<file path="config.mk">
export PLATFORM = sky130hd
export DESIGN_NAME = fifo_ctrl_gen
export DESIGN_NICKNAME = d
export VERILOG_FILES = /design/src/rtl/fifo_ctrl_gen.sv
export SDC_FILE = /design/constraint.sdc
export NUM_CORES = 1
export LEC_CHECK = 0
export ABC_AREA = 1
export CAP_MARGIN = 20
export CELL_PAD_IN_SITES_DETAIL_PLACEMENT = 1
export CELL_PAD_IN_SITES_GLOBAL_PLACEMENT = 2
export CORE_MARGIN = 4
export CORE_UTILIZATION = 37
export CTS_BUF_LIST = sky130_fd_sc_hd__clkbuf_8
export DETAILED_ROUTE_END_ITERATION = 10
export GPL_TIMING_DRIVEN = 0
export MAX_ROUTING_LAYER = met4
export PLACE_DENSITY_LB_ADDON = 0.1
export SLEW_MARGIN = 20
export SYNTH_ARGS = -nofsm -noshare
export SYNTH_HDL_FRONTEND = slang
export SYNTH_SLANG_ARGS = --single-unit
</file>
<file path="constraint.sdc">
create_clock -name clk -period 3.7 [get_ports clk]
set_input_delay 1.11 -clock clk [delete_from_list [all_inputs] [get_ports clk]]
set_output_delay 1.11 -clock clk [all_outputs]
set_load 0.01 [all_outputs]
</file>
<file path="src/rtl/fifo_ctrl_gen.sv">
// Command-driven FIFO controller bridging a UART byte stream and an SD card
// reader/writer through one shared FIFO.
module fifo_ctrl_gen #(
    parameter int DATA_W = 8,
    parameter int DEPTH  = 16,
    parameter int CNT_W  = 16
) (
    input  logic                     clk,
    input  logic                     rst,
    input  logic [7:0]               cmd,
    input  logic                     cmd_valid,
    input  logic [CNT_W-1:0]         len,
    input  logic                     abort,
    input  logic [DATA_W-1:0]        rx_data,
    input  logic                     rx_valid,
    output logic [DATA_W-1:0]        tx_data,
    output logic                     tx_start,
    input  logic                     tx_done,
    output logic                     sd_init,
    input  logic                     init_ok,
    output logic                     sd_ren,
    input  logic [DATA_W-1:0]        sd_wdata,
    input  logic                     sd_wvalid,
    input  logic                     sd_read_ok,
    output logic                     sd_wen,
    output logic [DATA_W-1:0]        sd_rdata,
    input  logic                     sd_rpop,
    input  logic                     sd_write_ok,
    input  logic                     fe_done,
    output logic                     busy,
    output logic                     done,
    output logic [$clog2(DEPTH):0]   level,
    output logic                     ovf
);

    localparam int AW = $clog2(DEPTH);

    typedef enum logic [2:0] {
        IDLE,
        RX_FILL,
        TX_DRAIN,
        SD_INIT,
        SD_READ,
        SD_WRITE,
        DONE
    } state_t;

    state_t state, state_d;

    logic [DATA_W-1:0] mem [DEPTH];
    logic [AW-1:0]     wr_ptr, rd_ptr;
    logic [AW:0]       count;
    logic [CNT_W-1:0]  cnt;
    logic              in_flight;

    logic              push_req, pop_req, push_ok, pop_ok, drop;
    logic [DATA_W-1:0] push_data;
    logic              flush, load_cnt, dec_cnt, accept;
    logic              issue, clear_flight;
    logic              sd_init_d, sd_ren_d, sd_wen_d;
    logic              empty, full;

    assign empty = (count == '0);
    assign full  = (count == (AW+1)'(DEPTH));

    // A full FIFO still accepts a push when a pop frees a slot in the same cycle
    assign pop_ok  = pop_req & ~empty;
    assign push_ok = push_req & (~full | pop_ok);
    assign drop    = push_req & ~push_ok;

    assign sd_rdata = mem[rd_ptr];
    assign level    = count;
    assign busy     = (state != IDLE);
    assign done     = (state == DONE);

    always_comb begin
        state_d      = state;
        push_req     = 1'b0;
        pop_req      = 1'b0;
        push_data    = rx_data;
        flush        = 1'b0;
        load_cnt     = 1'b0;
        dec_cnt      = 1'b0;
        accept       = 1'b0;
        issue        = 1'b0;
        clear_flight = 1'b0;
        sd_init_d    = sd_init;
        sd_ren_d     = sd_ren;
        sd_wen_d     = sd_wen;
        if (abort) begin
            state_d   = IDLE;
            flush     = 1'b1;
            sd_init_d = 1'b0;
            sd_ren_d  = 1'b0;
            sd_wen_d  = 1'b0;
        end else begin
            unique case (state)
                IDLE: begin
                    if (cmd_valid) begin
                        unique case (1'b1)
                            (cmd == 8'h01): begin
                                state_d  = RX_FILL;
                                load_cnt = 1'b1;
                                accept   = 1'b1;
                            end
                            (cmd == 8'h02): begin
                                state_d  = SD_INIT;
                                load_cnt = 1'b1;
                                accept   = 1'b1;
                            end
                            (cmd == 8'h03): begin
                                state_d  = SD_READ;
                                sd_ren_d = 1'b1;
                                accept   = 1'b1;
                            end
                            (cmd == 8'h04): begin
                                state_d  = SD_WRITE;
                                sd_wen_d = 1'b1;
                                accept   = 1'b1;
                            end
                            default: ;
                        endcase
                    end
                end
                RX_FILL: begin
                    if (cnt == '0) begin
                        state_d = TX_DRAIN;
                    end else if (rx_valid) begin
                        push_req = 1'b1;
                        dec_cnt  = 1'b1;
                    end
                end
                TX_DRAIN: begin
                    if (in_flight) begin
                        clear_flight = tx_done;
                    end else if (!empty) begin
                        pop_req = 1'b1;
                        issue   = 1'b1;
                    end else begin
                        state_d = DONE;
                    end
                end
                SD_INIT: begin
                    // Preamble bytes are counted off and discarded
                    if (cnt != '0) begin
                        sd_init_d = 1'b0;
                        dec_cnt   = rx_valid;
                    end else if (init_ok) begin
                        sd_init_d = 1'b0;
                        state_d   = DONE;
                    end else begin
                        sd_init_d = 1'b1;
                    end
                end
                SD_READ: begin
                    push_req  = sd_wvalid;
                    push_data = sd_wdata;
                    if (sd_read_ok) begin
                        sd_ren_d = 1'b0;
                        state_d  = TX_DRAIN;
                    end
                end
                SD_WRITE: begin
                    // UART bytes feed the SD writer through the FIFO
                    push_req = rx_valid;
                    pop_req  = sd_rpop;
                    if (sd_write_ok) begin
                        sd_wen_d = 1'b0;
                        state_d  = DONE;
                    end
                end
                DONE: begin
                    if (fe_done) state_d = IDLE;
                end
                default: state_d = IDLE;
            endcase
        end
    end

    always_ff @(posedge clk) begin
        if (rst) state <= IDLE;
        else     state <= state_d;
    end

    always_ff @(posedge clk) begin
        if (rst) begin
            wr_ptr    <= '0;
            rd_ptr    <= '0;
            count     <= '0;
            cnt       <= '0;
            ovf       <= 1'b0;
            tx_start  <= 1'b0;
            tx_data   <= '0;
            sd_init   <= 1'b0;
            sd_ren    <= 1'b0;
            sd_wen    <= 1'b0;
            in_flight <= 1'b0;
        end else begin
            sd_init  <= sd_init_d;
            sd_ren   <= sd_ren_d;
            sd_wen   <= sd_wen_d;
            tx_start <= issue;
            if (issue) tx_data <= mem[rd_ptr];
            if (flush) begin
                wr_ptr    <= '0;
                rd_ptr    <= '0;
                count     <= '0;
                cnt       <= '0;
                in_flight <= 1'b0;
            end else begin
                if (push_ok) wr_ptr <= wr_ptr + AW'(1);
                if (pop_ok)  rd_ptr <= rd_ptr + AW'(1);
                count <= count + (AW+1)'(push_ok) - (AW+1)'(pop_ok);
                if (issue)             in_flight <= 1'b1;
                else if (clear_flight) in_flight <= 1'b0;
                if (load_cnt)     cnt <= len;
                else if (dec_cnt) cnt <= cnt - CNT_W'(1);
            end
            if (accept)    ovf <= 1'b0;
            else if (drop) ovf <= 1'b1;
        end
    end

    always_ff @(posedge clk) begin
        if (push_ok) mem[wr_ptr] <= push_data;
    end

endmodule

</file>
* After elaboration in Yosys (flattened, before gate mapping) *
Memories as Yosys holds them, arrays and structs flattened. A register that Yosys moved wholly into a read port is not among the register bits.
Cells that the tools add are included.

storage, ports and cells
  bits in registers = 46
  RAM bits = 128
  bits of input ports = 52
  output and inout bits = 28
  word-level logic and storage cells = 121
  memories kept = 1

memories
  memory  depth  bits a word  rd ports  clocked after memory_dff  write ports  line  text
  mem     16     8            1         1                         1            50    logic [DATA_W-1:0] mem [DEPTH];

cells by class
  $add $sub $neg = 5
  equal/unequal tests = 23
  multiplexer cells = 56
  bitwise logic cells = 7
  reduce and logical (&&, ||, !) cells = 17

operator list
  operator                                                                count
  1-bit two-way mux                                                       34
  16-bit two-way mux                                                      2
  3-bit two-way mux                                                       9
  2-bit != test (second input constant)                                   11
  3-bit one-hot mux with 7 select lines                                   1
  8-bit by 2-bit equality test with 1-bit output (second input constant)  2
  16-bit zero test                                                        1
  8-bit two-way mux                                                       2
  16-bit nonzero test                                                     1
  16-bit by 1-bit subtractor with 16-bit output (second input constant)   1
  3-bit one-hot mux with 4 select lines                                   1
  10-bit AND reduction                                                    1
  3-bit equality test (second input constant)                             3
  4-bit by 1-bit adder with 4-bit output (second input constant)          2
  8-bit by 1-bit equality test with 1-bit output (second input constant)  1
  8-bit by 3-bit equality test with 1-bit output (second input constant)  1
  4-bit two-way mux                                                       2
  1-bit one-hot mux with 2 select lines                                   4
  4-bit AND reduction                                                     2
  2-bit nonzero test                                                      4
  2-bit OR reduction                                                      4
  3-bit by 2-bit equality test with 1-bit output (second input constant)  2
  5-bit by 1-bit adder with 5-bit output                                  1
  5-bit equality test (second input constant)                             1
  11 further kinds                                                        15

* Longest topological paths before layout *
Gate-level depths: netlist of run 1.

  depth after elaboration = 10
  gate-level depth with buffers = 18
  depth with buffers taken out = 17

* Worst setup path before layout of run 1 *
OpenSTA, ideal clock, no wires.

  path type = input port to flip-flop
  start point = in abort
  end point = reg count[4] (netlist: level[4])
  setup time = 70 ps
  arrival time = 3059 ps
  required time = 3630 ps
  path slack = 571 ps
  stages on the path = 15
  path buffers = 0
  cell sequence = inv_1 > nand2_1 > nor2_2 > nand2_4 > nand2_4 > nand3_4 > ha_1 > inv_1 > ha_1 > fa_1 > nand2_1 > a21oi_1 > nor2_1 > o21ai_0 > a21oi_1

between the ends
  longest elaborated chain between the ends = 6
  elaborated cells on any way between the ends = 9
  classes of those cells = 2 x add/sub; 3 x mux; 3 x bitwise; 1 x reduce/logical

RTL lines
  item                                         line  text
  from (decl)                                  13    input logic abort,
  1-bit two-way mux                            90    if (abort) begin
  1-bit bitwise AND                            67    assign pop_ok = pop_req & ~empty;
  1-bit bitwise OR                             68    assign push_ok = push_req & (~full | pop_ok);
  1-bit bitwise AND                            68
  5-bit by 1-bit adder with 5-bit output       213   count <= count + (AW+1)'(push_ok) - (AW+1)'(pop_ok);
  5-bit by 1-bit subtractor with 5-bit output  213
  to (signal assigned)                         213
  to (decl)                                    52    logic [AW:0] count;

Parallel ways exist; a longest one is shown, timed or not.
A chain may end at the register's enable or synchronous reset.

==> results of run 1 <==
path summary, 6_finish.rpt:
path	end	slack [ns]	from
setup / recovery	sd_rdata[5]	0.13	flip-flop
hold / removal	cnt[1]	0.49	cnt[1]
setup reg to reg	level[4]	0.70	level[2]
hold reg to reg	cnt[1]	0.49	cnt[1]
worst min-delay path, cell delays in order, from the launching register on:
cell and delay (ns):
dfxtp_1 0.34, nand2_1 0.06, a21oi_1 0.05
timing repair:
action | in CTS | in global routing
resized for setup | 21 | 20
setup endpoints to repair | 8 | 9
hold buffers | 0 | 0
logic make-up (layout without fill, tap and decap cells):
group,after synthesis,count (layout),synth area share
simple gates,366,366,0.196
flops,178,178,0.576
buf+inv,168,277,0.0814
compound gates,153,153,0.102
xor+xnor,14,14,0.0146
fa+ha+maj,13,13,0.0202
mux,8,8,0.0107
synth_stat cells, types with 4 or more instances:
master | count | area (µm²)
clkbuf_1 | 21 | 78.8
dfxtp_1 | 50 | 1000
ha_1 | 12 | 150
o211ai_1 | 32 | 240
mux2_2 | 8 | 90.1
nand3_1 | 83 | 415
buf_2 | 6 | 30.0
nand3b_1 | 9 | 67.6
nor3_1 | 4 | 20.0
nor2_1 | 108 | 405
buf_1 | 4 | 15.0
inv_1 | 127 | 477
edfxtp_1 | 128 | 3840
nand2_4 | 7 | 78.8
nand2_1 | 137 | 514
buf_6 | 5 | 56.3
o21ai_1 | 8 | 40.0
a21oi_1 | 54 | 270
xor2_1 | 6 | 52.6
xnor2_1 | 8 | 70.1
o21ai_0 | 54 | 270
nand4_1 | 7 | 43.8
power by group through the flow:
stage	clock [µW]	sequential (µW)	combinational [µW]
global placement	0	2180	128
global route	1510	2130	138
CTS	1430	2130	130
detailed placement	0	2180	130
floorplan	0	2180	41.7
finish	1400	2130	128
per-layer routing:
metal / GRT usage / vias up / share of wire
li1: - / 3196 / -
met1: 0.237 / 3143 / 0.43
met2: 0.373 / 93 / 0.54
met3: 0.0308 / 16 / 0.023
met4: 0.0355 / 0 / 0.0073
met5: - / - / 0
flip-flops by register name, indices dropped and copies added (netlist names), 3 cells and up, named ones only:
signal,count
cnt,16
mem,128
level,5
wr_ptr,4
tx_data,8
rd_ptr,4
state,3
through the flow:
step	cells	hold slack, ns	setup slack [ns]
3_3_place_gp	1258	0.463	-0.482
5_1_grt	1289	0.524	0.00459
2_1_floorplan	900	0.454	0.571
6_report	1289	0.493	0.125
4_1_cts	1289	0.496	0.0109
3_5_place_dp	1258	0.480	-0.494
area by class of cell:
class | instances | area, µm²
clock buffer | 18 | 248
tap | 280 | 350
buffer | 37 | 236
timing repair buffer | 78 | 788
multi-input combinational | 554 | 2890
inverter | 130 | 490
clock inverter | 14 | 163
fill | 2551 | 12100
sequential | 178 | 4850
==> flow_summary.json, run 1 <==
{
  "status": "finished clean",
  "post-cts-setup-buffer-count": 0,
  "avgSynthCellArea_um2": 9.35,
  "crit_top_cell": "nand3_1",
  "fp.dieArea_um2": 25200,
  "synth_flop_cell": "edfxtp_1",
  "seq_area_frac_synth": 0.576,
  "cts-root-buf": "clkbuf_8",
  "p_per_area_nw_per_um2": 366,
  "dr.pass1.iters": 5,
  "synth.distinct_cells": 36,
  "power.total_uw": 3660,
  "sequentialPowerShare": 0.582,
  "drc": 0,
  "clk_latency_ns": 0.47,
  "ir_worst_vdd_mv": 0.233,
  "path_class": "reg2out",
  "rsz0062_at_grt": "false",
  "numPortBuffers": 78,
  "cp.depth": 8,
  "finClkSkew_ns": 0.0196,
  "min_period_ns": 3.57,
  "synth_edf_count": 128,
  "holdPathStages": 2,
  "max-slew-margin-rel": 0.384,
  "endpoint_kind": "primary output",
  "cts_tree": "built",
  "start_util": 0.381,
  "core-area_um2": 22100,
  "grt_pass1_wl_mm": 38.3,
  "slowest_delay_ns": 0.55,
  "clk_path_buf_depth": 2,
  "grt_overflow": 0,
  "cts_sinks": 178,
  "die_h_um": 159,
  "detail-route-antenna-nets": 0,
  "crit_family": "buffers and inverters",
  "critPathRequiredTime_ns": 2.59,
  "grt_usage": 0.202,
  "drive_above_1_share": 0.0892,
  "pin_count": 80,
  "stdcell_area_um2": 10000,
  "crit_path_max_fanout": 10,
  "vias": 6448,
  "yosysWarnings": 0,
  "min_period_over_period": 0.966,
  "report.final.hold_viol_count": 0,
  "crit_path_cell_trace": "buf_4, buf_2, a21oi_1, o21ai_0, nand3_1, nand3_1, nand2_1, clkdlybuf4s50_1",
  "cp-start-kind": "flip-flop",
  "fmaxAchievable_ghz": 0.280,
  "placed_cell_area_um2": 9550,
  "cts.reportedPaths.clkPinSlew_ns": 0.10,
  "cts_made_buffers": 17,
  "synth_seq_cells": 178,
  "setup_violations": 0,
  "rr_worst_depth": 17,
  "area_delta_synth_final_pct": 18.9,
  "finalNetCount": 1061,
  "fin_setup_tns_ns": 0,
  "post-route-util": 0.453,
  "p_sw_uw": 884,
  "tightestPinTransition_ns": 0.921,
  "synthCells": 900,
  "hp-class": "reg2reg",
  "cp.arrival_ns": 2.46,
  "antenna_cells": 0,
  "antenna_found_initial": 0,
  "grt_max_degree": 19,
  "avgViaCountPerCell": 5.00,
  "slowest_stage": "clkdlybuf4s50_1",
  "avgRoutedWirePerCell_um": 19.2,
  "drt_wl_total_mm": 24.8,
  "synth_area_um2": 8420,
  "maxSlewViolCount": 0,
  "synth_nets": 965,
  "final_common_cell": "nand2_1",
  "clock_power_share": 0.383,
  "power.leakage_uw": 0.00395,
  "crit_buf_inv": 3,
  "maxCapViolCount": 0,
  "drtIter0Drc": 382,
  "mostFrequentLayoutCells": "137 x nand2_1, 128 x edfxtp_1, 126 x inv_1",
  "rows": 54,
  "h-tree-depth": 4,
  "hpwl_mm": 18.1,
  "grt_pass1_vias": 6692,
  "intPower_uw": 2780,
  "swShare": 0.241,
  "chipWidth_um": 159,
  "place_congestion": 0.806,
  "async_reset_ff_frac": 0,
  "p_comb_frac": 0.035
}
No activity file was read; power rests on OpenSTA's default activity.
==> run 2, diff against run 1 <==
RECOVER_POWER = 100   (was default)
==> run 2 against run 1 <==
  * Via count down 0.16%
  * Total power about the same
  * Sequential power about the same
  * Register-to-register slack worse by 0.09 ns
  * Cell count unchanged
  * First-iteration DRC count down 7.1%
  * Clock skew up 0.0020 ns
  * Wire length down 0.20%
==> flow_summary.json, run 2 (synthesis gave the netlist of run 1 again) <==
{
  "critPathRequiredTime_ns": 2.59,
  "die_h_um": 159,
  "crit_buf_inv": 3,
  "cp.arrival_ns": 2.45,
  "maxSlewViolCount": 0,
  "tightestPinTransition_ns": 0.932,
  "fp.dieArea_um2": 25200,
  "slowest_stage": "clkdlybuf4s50_1",
  "avgViaCountPerCell": 4.99,
  "cts.reportedPaths.clkPinSlew_ns": 0.10,
  "cts_sinks": 178,
  "holdPathStages": 2,
  "rsz0062_at_grt": "false",
  "fmaxAchievable_ghz": 0.281,
  "avgRoutedWirePerCell_um": 19.2,
  "grt_pass1_wl_mm": 38.3,
  "drtIter0Drc": 355,
  "crit_family": "buffers and inverters",
  "clk_latency_ns": 0.48,
  "post-route-util": 0.450,
  "rr_startpoint": "level[2]",
  "drt_wl_total_mm": 24.8,
  "crit_top_cell": "nand3_1",
  "largest_register_ffs": 128,
  "cts_tree": "built",
  "rows": 54,
  "reg.largest.list": "mem (128), cnt (16), tx_data (8)",
  "hp-class": "reg2reg",
  "r2r-end": "level[4]",
  "whs_endpoint": "cnt[1]",
  "fill_cells": 2561,
  "cts-root-buf": "clkbuf_8",
  "max-slew-margin-rel": 0.376,
  "largest-register": "mem",
  "register_area_um2": 4850,
  "final_cells": 1289,
  "area_delta_synth_final_pct": 18.0,
  "report.final.hold_viol_count": 0,
  "h-tree-depth": 4,
  "final_common_cell": "nand2_1",
  "status": "finished clean",
  "endpoint_kind": "primary output",
  "min_period_ns": 3.56,
  "min_period_over_period": 0.962,
  "cts_made_buffers": 17,
  "hpwl_mm": 18.1,
  "power.total_uw": 3660,
  "maxCapViolCount": 0,
  "finalNetCount": 1061,
  "setup_violations": 0,
  "core-area_um2": 22100,
  "hold_start": "cnt[1]",
  "antenna_found_initial": 0,
  "cp-start-kind": "flip-flop",
  "dp.cells": 1258,
  "chipWidth_um": 159,
  "grt_pass1_vias": 6692,
  "grt_max_degree": 19,
  "place_congestion": 0.806,
  "dr.pass1.iters": 4,
  "vias": 6438,
  "pin_count": 80,
  "drive_above_1_share": 0.0674,
  "timing.reg2reg.setup_slack_ns": 0.61,
  "crit_path_cell_trace": "buf_4, buf_2, a21oi_1, o21ai_0, nand3_1, nand3_1, nand2_1, clkdlybuf4s50_1",
  "clk_path_buf_depth": 2,
  "detail-route-antenna-nets": 0,
  "rr_worst_depth": 17,
  "p_per_area_nw_per_um2": 368,
  "ir_worst_vdd_mv": 0.235,
  "post-cts-setup-buffer-count": 0,
  "start_util": 0.381,
  "path_class": "reg2out",
  "mostFrequentLayoutCells": "143 x nand2_1, 128 x inv_1, 128 x edfxtp_1",
  "finClkSkew_ns": 0.0216,
  "multi_input_area_um2": 2840,
  "grt_usage": 0.202,
  "crit_path_max_fanout": 10,
  "grt_overflow": 0,
  "antenna_cells": 0,
  "slowest_delay_ns": 0.55,
  "numPortBuffers": 78,
  "power.leakage_uw": 0.00394,
  "fin_setup_tns_ns": 0,
  "hold_buffers": 0,
  "drc": 0
}
[run 2: layout make-up]
cell class,count,share of cell area
inverters,130,0.0493
clock inverters,14,0.0164
multi-input cells,554,0.285
clock buffers,18,0.0249
plain buffers,37,0.0223
flip-flops and latches,178,0.488
well taps,280,0.0353
repair buffers,78,0.0785
[run 2: timing repair]
item | in CTS | in global routing
hold endpoints to repair | 0 | 0
setup endpoints to repair | 8 | 9
gates resized for setup | 21 | 20
pin swaps | 0 | 0
[run 2: worst register-to-register path, delay by kind of cell (launching register included)]
family                   cells  cell delay, ns
flip-flops                   1            0.38
AO/OA/AOI/OAI                3            0.28
buffers and inverters        2            0.12
AND/OR/NAND/NOR              8            1.14
adder cells (fa/ha/maj)      4            1.13
[run 2: per-stage QoR]
| stage | setup WS (ns) | hold slack, ns | area (µm²) |
|---|---|---|---|
| final | 0.139 | 0.494 | 9930 |
| after global routing | 0.00954 | 0.524 | 9930 |
| after CTS | 0.0109 | 0.496 | 9990 |
| after detailed placement | -0.494 | 0.480 | 9550 |
| after global placement | -0.482 | 0.463 | 9550 |
| after floorplan | 0.571 | 0.454 | 8420 |
[run 2: metal layers]
layer / routed length [µm] / global-route usage / up-vias
met5: 0 / - / -
met4: 159 / 0.0355 / 0
met3: 702 / 0.0308 / 13
met2: 13400 / 0.373 / 95
met1: 10500 / 0.237 / 3131
li1: - / - / 3199
[run 2: worst max-delay path by stage]
stage / startpoint / to / slack [ns] / cells after the start
finish: flip-flop / sd_rdata[7] / 0.14 / 8
detailed placement: abort / level[4] / -0.49 / 16
floorplan: abort / level[4] / 0.57 / 15
CTS: flip-flop / sd_rdata[6] / 0.01 / 6
global route: flip-flop / sd_rdata[5] / 0.01 / 8
global placement: abort / level[4] / -0.48 / 16
[run 2: where the power goes]
part / switching, µW / total, µW / leakage (µW) / internal [µW]
Sequential: 0.201 / 2130 / 0.00155 / 2130
Clock: 815 / 1400 / 0.000211 / 588
Combinational: 67.8 / 124 / 0.00218 / 56.6
Total: 883 / 3660 / 0.00394 / 2780
==> run 3, diff against run 2 <==
SKIP_CTS_REPAIR_TIMING = 1   (was default)
==> run 3 against run 2 <==
  * Register-to-register slack about the same
  * Worst setup slack got worse by 0.026 ns
  * Non-clock buffer count unchanged
  * Die area unchanged
  * First-iteration DRC count increased by 6.8%
  * Total power about the same
  * Global-route usage about the same
  * Hold slack about the same
  * Cell count unchanged
  * Critical endpoint is now sd_rdata[0]
  * Highest routed layer unchanged
==> flow_summary.json, run 3 (synthesis gave the netlist of run 1 again) <==
{
  "status": "finished clean",
  "dp.cells": 1258,
  "min_period_ns": 3.59,
  "antenna_cells": 0,
  "largest_register_ffs": 128,
  "dr.pass1.iters": 5,
  "tightestPinTransition_ns": 0.939,
  "grt_overflow": 0,
  "drive_above_1_share": 0.0674,
  "worst_slack_ns": 0.114,
  "slowest_stage": "clkdlybuf4s50_1",
  "grt_usage": 0.202,
  "cp-start-kind": "flip-flop",
  "detail-route-antenna-nets": 0,
  "ir_worst_vdd_mv": 0.231,
  "avgViaCountPerCell": 5.04,
  "antenna_found_initial": 0,
  "crit_buf_inv": 4,
  "start_util": 0.381,
  "pin_count": 80,
  "grt_pass1_wl_mm": 38.3,
  "final_cells": 1289,
  "maxSlewViolCount": 0,
  "finalNetCount": 1061,
  "drt_wl_total_mm": 24.9,
  "cts_tree": "built",
  "cts.reportedPaths.clkPinSlew_ns": 0.10,
  "reg.largest.list": "mem (128), cnt (16), tx_data (8)",
  "final_common_cell": "nand2_1",
  "vias": 6494,
  "finClkSkew_ns": 0.0217,
  "power.leakage_uw": 0.00394,
  "chipWidth_um": 159,
  "mostFrequentLayoutCells": "143 x nand2_1, 128 x inv_1, 128 x edfxtp_1",
  "numPortBuffers": 78,
  "hp-class": "reg2reg",
  "crit_path_max_fanout": 10,
  "setup_violations": 0,
  "clk_path_buf_depth": 2,
  "core-area_um2": 22100,
  "endpoint_kind": "primary output",
  "p_per_area_nw_per_um2": 369,
  "cts_sinks": 178,
  "grt_pass1_vias": 6701,
  "register_area_um2": 4850,
  "multi_input_area_um2": 2840,
  "drc": 0,
  "placed_cell_area_um2": 9550,
  "hpwl_mm": 18.1,
  "die_h_um": 159,
  "stdcell_area_um2": 9930,
  "avgRoutedWirePerCell_um": 19.3,
  "rows": 54,
  "slowest_delay_ns": 0.49,
  "max-slew-margin-rel": 0.372,
  "crit_path_cell_trace": "buf_4, buf_6, buf_6, o21ai_0, nand3_1, nand3_1, nand2_1, clkdlybuf4s50_1",
  "place_ws_ns": -0.494,
  "path_class": "reg2out",
  "cts_made_buffers": 17,
  "min_period_over_period": 0.969,
  "drtIter0Drc": 379,
  "maxCapViolCount": 0,
  "cts-root-buf": "clkbuf_8",
  "h-tree-depth": 4,
  "fin_setup_tns_ns": 0,
  "fp.dieArea_um2": 25200,
  "largest-register": "mem",
  "cp.arrival_ns": 2.48,
  "crit_family": "buffers and inverters",
  "report.final.hold_viol_count": 0,
  "post-route-util": 0.450,
  "critPathRequiredTime_ns": 2.59,
  "fmaxAchievable_ghz": 0.279,
  "area_delta_synth_final_pct": 18.0,
  "place_congestion": 0.806,
  "fill_cells": 2560,
  "clk_latency_ns": 0.47,
  "grt_max_degree": 19
}
## run 3: cell count changes in the layout (fill, tap and decap cells not counted)
cell,before,now
o21ai_0,54,55
clkbuf_2,7,9
buf_2,8,6
o21ai_1,8,7
## run 3: per-layer routing
metal  global-route usage  routed length [µm]  vias to the layer above
met4               0.0394                 253                        0
met1                0.237               10600                     3158
li1                     -                   -                     3198
met3               0.0308                 750                       20
met2                0.371               13300                      118
met5                    -                   0                        -
## run 3: final timing paths
path                  start  slack, ns          end  depth (start not counted)
hold / removal       cnt[1]       0.49       cnt[1]                          2
setup / recovery  flip-flop       0.11  sd_rdata[0]                          8
hold reg to reg      cnt[1]       0.49       cnt[1]                          2
setup reg to reg   level[2]       0.61     level[4]                         17
## run 3: layout make-up
class | count | area share
Inverter | 130 | 0.0493
Sequential cell | 178 | 0.488
Buffer | 37 | 0.0223
Multi-Input combinational cell | 554 | 0.285
Clock inverter | 14 | 0.0164
Tap cell | 280 | 0.0353
Clock buffer | 18 | 0.0249
Timing Repair Buffer | 78 | 0.0785
## run 3: worst reg2reg max path, cell delays in order, from the launching register on
cell	delay, ns
dfxtp_1	0.38
inv_1	0.08
ha_1	0.22
nand3_1	0.21
nand2_1	0.08
nor2_1	0.20
nand2_4	0.12
nand2_1	0.17
nand3_4	0.16
ha_1	0.32
inv_1	0.04
ha_1	0.19
fa_1	0.40
nand2_1	0.08
a21oi_1	0.06
nor2_1	0.12
o21ai_0	0.09
a21oi_1	0.13
## run 3: where the power goes
part           leakage, µW  total (µW)  internal [µW]  switching (µW)
Combinational      0.00217         125           56.6            68.4
Clock             0.000211        1400            589             816
Sequential         0.00155        2130           2130           0.201
Total              0.00394        3660           2780             884
## run 3: through the flow
stage                     hold WS (ns)  total power, µW
after floorplan                  0.454             2220
after global placement           0.463             2300
after detailed placement         0.480             2310
after CTS                        0.496             3690
after global routing             0.524             3770
final                            0.493             3660
